## config.mk

```make
export PLATFORM = sky130hd
export DESIGN_NAME = wb_regfile
export DESIGN_NICKNAME = d
export VERILOG_FILES = /design/src/rtl/mips_pkg.sv /design/src/rtl/wb_mux.sv /design/src/rtl/wb_regfile.sv
export SDC_FILE = /design/constraint.sdc
export NUM_CORES = 2
export LEC_CHECK = 0
export ABC_AREA = 0
export CORE_MARGIN = 1.5
export CORE_UTILIZATION = 55
export CTS_BUF_LIST = sky130_fd_sc_hd__clkbuf_8
export DETAILED_ROUTE_END_ITERATION = 6
export HOLD_SLACK_MARGIN = 0.08
export PLACE_DENSITY_LB_ADDON = 0.12
export SLEW_MARGIN = 20
export SYNTH_ARGS = -nofsm -noshare
export SYNTH_HDL_FRONTEND = slang
export SYNTH_SLANG_ARGS = --single-unit
```

## constraint.sdc

```tcl
create_clock -name clock -period 4.27 [get_ports clock]
set_input_delay 1.281 -clock clock [delete_from_list [all_inputs] [get_ports clock]]
set_output_delay 1.281 -clock clock [all_outputs]
set_load 0.01 [all_outputs]
```

## src/rtl/mips_pkg.sv

```systemverilog
`default_nettype none
// ============================================================================
//  Package  : mips_pkg
//  Purpose  : Shared MIPS32 pipeline constants and register-index type.
//  Revision : 1.0 - initial release
// ============================================================================
package mips_pkg;

  // Default datapath and register-index widths.
  localparam int DATA_W_DEF = 32;
  localparam int ADDR_W_DEF = 5;

  // Register index as carried by pipeline registers and the forwarding unit.
  typedef logic [ADDR_W_DEF-1:0] reg_idx_t;

  // Architectural $zero register.
  localparam reg_idx_t REG_ZERO = 5'd0;

endpackage : mips_pkg
`default_nettype wire

```

## src/rtl/wb_mux.sv

```systemverilog
`default_nettype none
// ============================================================================
//  Module   : wb_mux
//  Purpose  : 2:1 write-back select (load data vs ALU result). Also used by
//             the forwarding unit so both agree on the write-back value.
//  Revision : 1.0 - initial release
// ============================================================================
module wb_mux
  import mips_pkg::*;
#(
  parameter int DATA_W = DATA_W_DEF
) (
  input  logic              memtoreg,
  input  logic [DATA_W-1:0] read_data,
  input  logic [DATA_W-1:0] alu_result,
  output logic [DATA_W-1:0] wb_data
);

  // Select load data when memtoreg is set, otherwise the ALU result.
  always_comb begin
    wb_data = memtoreg ? read_data : alu_result;
  end

endmodule : wb_mux
`default_nettype wire

```

## src/rtl/wb_regfile.sv

```systemverilog
`default_nettype none
// ============================================================================
//  Module   : wb_regfile
//  Purpose  : MIPS32 write-back stage and architectural register file.
//             32x32 array with hardwired $zero, two decode read ports with
//             optional same-cycle write-through bypass, a bypass-free debug
//             port and a committed-write counter.
//  Revision : 1.0 - initial release
// ============================================================================
module wb_regfile
  import mips_pkg::*;
#(
  parameter int DATA_W = DATA_W_DEF,
  parameter int ADDR_W = ADDR_W_DEF,
  parameter bit BYPASS = 1'b1
) (
  input  logic              clock,
  input  logic              reset,
  input  logic              memtoreg,
  input  logic              regwrite,
  input  logic [DATA_W-1:0] read_data,
  input  logic [DATA_W-1:0] alu_result,
  input  logic [ADDR_W-1:0] write_reg,
  input  logic [ADDR_W-1:0] rs_addr,
  input  logic [ADDR_W-1:0] rt_addr,
  output logic [DATA_W-1:0] rs_data,
  output logic [DATA_W-1:0] rt_data,
  output logic [DATA_W-1:0] wb_data,
  output logic              wb_valid,
  input  logic [ADDR_W-1:0] dbg_addr,
  output logic [DATA_W-1:0] dbg_data,
  output logic [31:0]       commit_count
);

  localparam int NUM_REGS = 2 ** ADDR_W;
  localparam logic [ADDR_W-1:0] ZERO_IDX = ADDR_W'(REG_ZERO);

  // Entry 0 is never written; reads of index 0 are forced to zero anyway,
  // keeping it in the array only simplifies indexing.
  logic [DATA_W-1:0] regs [NUM_REGS];
  logic [31:0]       commit_count_q;
  logic              commit;

  wb_mux #(
    .DATA_W (DATA_W)
  ) u_wb_mux (
    .memtoreg   (memtoreg),
    .read_data  (read_data),
    .alu_result (alu_result),
    .wb_data    (wb_data)
  );

  // A write-back is architecturally visible only to a non-zero register;
  // reset suppresses the actual commit but not the bypass indication.
  always_comb begin
    wb_valid = regwrite && (write_reg != ZERO_IDX);
    commit   = wb_valid && !reset;
  end

  // Register array: clear on reset, otherwise commit the write-back value.
  always_ff @(posedge clock) begin
    if (reset) begin
      for (int i = 0; i < NUM_REGS; i++) begin
        regs[i] <= '0;
      end
    end else if (commit) begin
      regs[write_reg] <= wb_data;
    end
  end

  // Committed-write counter; wraps naturally at 2^32.
  always_ff @(posedge clock) begin
    if (reset) begin
      commit_count_q <= '0;
    end else if (commit) begin
      commit_count_q <= commit_count_q + 32'd1;
    end
  end

  assign commit_count = commit_count_q;

  // Decode read ports: $zero, then optional bypass, then stored value.
  always_comb begin
    rs_data = '0;
    rt_data = '0;
    if (rs_addr != ZERO_IDX) begin
      if (BYPASS && wb_valid && (rs_addr == write_reg)) begin
        rs_data = wb_data;
      end else begin
        rs_data = regs[rs_addr];
      end
    end
    if (rt_addr != ZERO_IDX) begin
      if (BYPASS && wb_valid && (rt_addr == write_reg)) begin
        rt_data = wb_data;
      end else begin
        rt_data = regs[rt_addr];
      end
    end
  end

  // Debug port shows committed state only, never the in-flight value.
  always_comb begin
    dbg_data = '0;
    if (dbg_addr != ZERO_IDX) begin
      dbg_data = regs[dbg_addr];
    end
  end

endmodule : wb_regfile
`default_nettype wire

```

# Yosys cells after proc, flatten, opt, wreduce, memory -nomap -nowiden
# Memory sizes are Yosys's and may differ from the RTL's.
# Index checks and enable logic that the tools add are counted.
# totals
regBits,32
ramBits,1024
input_bits,88
out_inout_bits,161
wordCells,29
memories,1
# memory_table
name,depth,width,rd,rd_ports_with_merged_regs,wr,line,text
regs,32,32,3,0,32,wb_regfile.sv:40,logic [DATA_W-1:0] regs [NUM_REGS];
# classes
addsub,1
n_eq_ne,2
muxes,14
n_reduce_logical,10
# ops
op,n
$mux W32,7
$add A32 B1 Y32 const B,1
$reduce_or A32 Y1,1
$reduce_bool A5 Y1,4
$eq A5 B5 Y1,2
$mux W1,6
$mux W5,1
$logic_and A1 B1 Y1,4
$logic_not A1 Y1,1

# Longest topological paths before layout
# logic_depth
depth_word,8
depth_mapped,11
depth_no_buf,7

# By module
# A second synthesis with hierarchy kept.
# unflattened
hier_cells,4446
hier_area_um2,65811.9
# by_module_without_submodules
mod,n_inst,cells_per_inst,area_each_um2,seq_area_each_um2
wb_regfile,1,4410,65267.6,31390.1
wb_mux,1,36,544.3,0.0

# Worst setup path before layout
# No wires, ideal clock.
# synth_path
path_type,input to output
from,input dbg_addr[1]
to,output dbg_data[11]
arrival_time_ps,3102
t_required_ps,2989
path_slack_ps,-113
path_stages,7
n_path_buf,3
cell_sequence,clkbuf_1 -> clkbuf_1 -> clkbuf_1 -> mux4_2 -> mux4_2 -> mux2i_1 -> nor2_1
# synth_between
elab_chain_len,2
# synth_rtl
item,line,text
from (decl),wb_regfile.sv:30,"input logic [ADDR_W-1:0] dbg_addr,"
$mem_v2 Z32 W32 or $reduce_bool A5 Y1 (tied branches),n/a,
$mux W32 *,wb_regfile.sv:105,if (dbg_addr != ZERO_IDX) begin
to (decl),wb_regfile.sv:31,"output logic [DATA_W-1:0] dbg_data,"
# Mark *: on every way between the ends. The rest lies on a longest branch, timed or not.

# Final worst setup path
# layout_path
from,input dbg_addr[0]
to,output dbg_data[2]
# Same word-level chain as after synthesis.

==> metrics.log <==
[metrics] run status: finished with violations
[metrics] violations in the final reports: setup timing
[metrics] Initial Utilization: 55.4%
[metrics] Hold Violations, Final: 0
[metrics] post-synthesis cell count: between 4,000 and 5,000
[metrics] proportion of netlist area held by the largest area contributor: 48.5%
[metrics] type of the worst min-delay path: flop to flop
[metrics] Post-Layout Inst Area: approximately 83,000 sq um
[metrics] number of max-cap violations: 0
[metrics] number of I/O pins: approximately 250
[metrics] wire length on met1: 89,200 microns
[metrics] first-pass GRT wire length: between 400,000 and 500,000 microns
[metrics] crit path cell chain: buf_16, buf_16, buf_16, buf_12, buf_16, buf_4, mux4_2, mux4_2, mux2i_2, nor2_1, buf_2
[metrics] combinational family with the most area after synthesis: multiplexers
[metrics] count of buffers from port buffering: around 250
[metrics] worst path setup slack after routing: -580 ps
[metrics] Setup Crit Path Kind: input port to primary output
[metrics] total global routing track utilization: between 50% and 60%
[metrics] clock-pin slew on the worst setup and hold paths: roughly 60 ps
[metrics] vias in the first global route: between 50,000 and 60,000
[metrics] data arrival time of the worst path: 3570 ps
[metrics] CTS Root Buffer Type: sky130_fd_sc_hd__clkbuf_8
[metrics] antenna viol nets, final: 0
[metrics] worst slew margin relative to its limit: roughly a quarter
[metrics] drt via density: 7.55
[metrics] maximum clock rate: 0.206 GHz
[metrics] register area: 31,400 sq um
[metrics] number of nets in the finished design: 5,630
[metrics] ratio of cells with drive above 1 in the final layout: a little under half
[metrics] die footprint: 117,000 sq um
[metrics] fraction of registers with async set/reset: 0%
[metrics] hold buffer count at cts: 0
[metrics] CTS tree: done
[metrics] most frequent cell after synthesis: sky130_fd_sc_hd__nor2_1
[metrics] Yosys warnings: 0
[metrics] Pre-Repair DR Iteration Count: 6
[metrics] cell mode on critical path: sky130_fd_sc_hd__buf_16
[metrics] Max stage delay on crit path: 510 ps
[metrics] worst voltage drop across the vdd grid: between 200 and 300 uV
[metrics] simple-gate share of the synthesized area: slightly below 9%
[metrics] Most used DFF post-synth: sky130_fd_sc_hd__edfxtp_1
[metrics] combined area of the multi-input logic cells: between 30,000 and 40,000 sq um
[metrics] highest metal layer used by the detailed router: met5
[metrics] final-report max-slew violation count: 0
[metrics] number of design rule violations left after detail routing: 0
[metrics] largest net degree at the start of global routing: roughly 70
[metrics] leak pwr: 31.0 nW
[metrics] Data required, critical path: 2990 ps
[metrics] cell area after technology mapping: roughly 63,000 sq um
[metrics] number of antenna violations at the first check in global routing: 8
[metrics] post-layout minimum cycle time: 4850 ps
[metrics] core outline area: 114,000 sq um
[metrics] met2 layer wire length in the routed design: 123,000 microns
[metrics] CTS sink count: around 1,100
[metrics] Placed Instance Area: 73,500 sq um
[metrics] biggest area contributors in the synthesized netlist: sky130_fd_sc_hd__edfxtp_1 49%, sky130_fd_sc_hd__mux4_2 26%, sky130_fd_sc_hd__nor2_1 6.4%
[metrics] cell depth of the worst hold path: 2
[metrics] die width: between 300 and 400 microns
[metrics] worst clock skew on the final layout: slightly below 10 ps
[metrics] number of buffers created by CTS: ~180
[metrics] insertion delay to the later sink of the worst-skew pair: approximately 900 ps
[metrics] fraction of the mapped netlist area in compound gates: under 10%
[metrics] post-route clock period utilization: 114%
[metrics] Initial DRC Count: between 9,000 and 10,000
[metrics] per-instance average area after synthesis: 13.9 sq um
[metrics] Post-synth EDFFs: roughly 1,000
[metrics] wirelength, routed: 296,000 microns
[metrics] number of cells traversed by the worst register-to-register path: 6
[metrics] critical path capture point type: primary output
[metrics] post-synthesis mux area share: approximately a third
[metrics] Remaining Overflow, GRT: 0
[metrics] setup repair after global routing missed its margin: true
[metrics] routed wire length on met3: ~52,000 microns
[metrics] area share of fa/ha/maj cells after synthesis: less than 1%
[metrics] final setup fails: 97
[metrics] sequential-to-total area share from yosys stat: about half
[metrics] biggest fanout along the worst timing path: 7
[metrics] commonest cells in the netlist: 1,077 x sky130_fd_sc_hd__nor2_1, 1,024 x sky130_fd_sc_hd__edfxtp_1, 731 x sky130_fd_sc_hd__mux4_2, 358 x sky130_fd_sc_hd__mux2i_1, 321 x sky130_fd_sc_hd__clkbuf_1
[metrics] weighted congestion reported at the end of routability-driven placement: about 1.0
[metrics] number of fill cells: 7,379
[metrics] number of buffers on the longest clock path: 3
[metrics] launching element type of the critical path: input port
[metrics] relative area change from synthesis to final layout: 31.7%
[metrics] Worst Max-Slew Pin Slew: 1100 ps
[metrics] Min Hold Slack: between 500 and 600 ps
[metrics] Synth cell types: 69
[metrics] Cell Pwr Density: 335 nW/um^2
[metrics] Post-Synth XOR/XNOR Area: less than 1%
[metrics] critical-path cell with the highest stage delay: sky130_fd_sc_hd__mux4_2
[metrics] total number of H-tree levels: 4
[metrics] Die Y: between 300 and 400 microns
[metrics] library cell occupying the most area in the post-synthesis netlist: sky130_fd_sc_hd__edfxtp_1
[metrics] flip-flop and latch count after synthesis: 1,056
[metrics] average routed wire per standard cell: just over 40 microns
[metrics] half-perimeter wire length after detailed placement: between 150,000 and 200,000 microns
[metrics] number of vias in the routed layout: 54,300
[metrics] std cell rows: 124
## cell families (layout without fill, tap and decap cells)
group,after synthesis,in the layout
fa+ha+maj,1,1
compound gates,470,470
other cells,1,38
mux,1089,1089
simple gates,1351,1351
xor+xnor,35,35
buf+inv,553,1639
flops,1056,1056
## state kept, by name (all words and copies together) (netlist names)
signal,count
commit_count,32
regs,1024
## worst max-delay path: cells and delay by family
kind	cells	cell delay (ps)
multiplexers	3	1220
buffers and inverters	7	990
AND/OR/NAND/NOR	1	60
## where the power goes
part,leakage (nW),switching [W],internal (W)
sequential,10.0,0.000447,0.0119
clock,1.84,0.00441,0.00420
combinational,19.2,0.00369,0.00327
## per-stage QoR
stage / std cells / setup WS, ps / utilization (%) / power [W] / TNS [ps]
floorplan: 4587 / -9.70 / - / 0.0154 / -194
global placement: 6561 / -1660 / 64.3 / 0.0182 / -89380
detailed placement: 6561 / -1670 / 64.3 / 0.0183 / -91950
CTS: 7130 / -583 / 71.9 / 0.0273 / -36220
global route: 7187 / -615 / 73.0 / 0.0283 / -38910
finish: 7191 / -580 / 73.0 / 0.0279 / -37790
## per-layer routing
layer,up-vias,global-route usage [%]
met5,-,0.321
met3,1631,21.5
met4,12,43.3
met1,26700,60.0
met2,6000,70.2
li1,20000,-
## cell usage in the layout (no fill, tap or decap), drive strengths merged, types with 51 or more instances in the layout
cell / n
a211oi: 51
a21oi: 90
a221oi: 96
buf: 1138
clkbuf: 194
clkdlybuf4s50: 128
clkinv: 67
edfxtp: 1024
inv: 100
mux2i: 358
mux4: 731
nand2: 105
nor2: 1078
o21ai: 56
## path summary, 6_finish.rpt
path / slack (ps) / end / startpoint
max: -580 / dbg_data[2] / dbg_addr[0]
max reg2reg: 1960 / commit_count[31] / commit_count[7]
min: 510 / commit_count[1] / commit_count[1]
min reg2reg: 510 / commit_count[1] / commit_count[1]
## cell type report
class	count	area share, %
multi-input cells	2978	38.8
clock inverters	126	0.685
clock buffers	190	3.13
well taps	1512	2.27
flip-flops and latches	1056	37.6
diodes	6	0.0180
inverters	47	0.214
repair buffers	1276	17.2
## repair_timing
| item | in CTS | in global routing |
|---|---|---|
| gates cloned | 35 | 2 |
| pin swaps | 186 | 184 |
| gates resized for setup | 1056 | 311 |
| setup endpoints to repair | 98 | 98 |
| setup buffers | 241 | 119 |
Note: power is estimated with default switching activity, not from simulation.
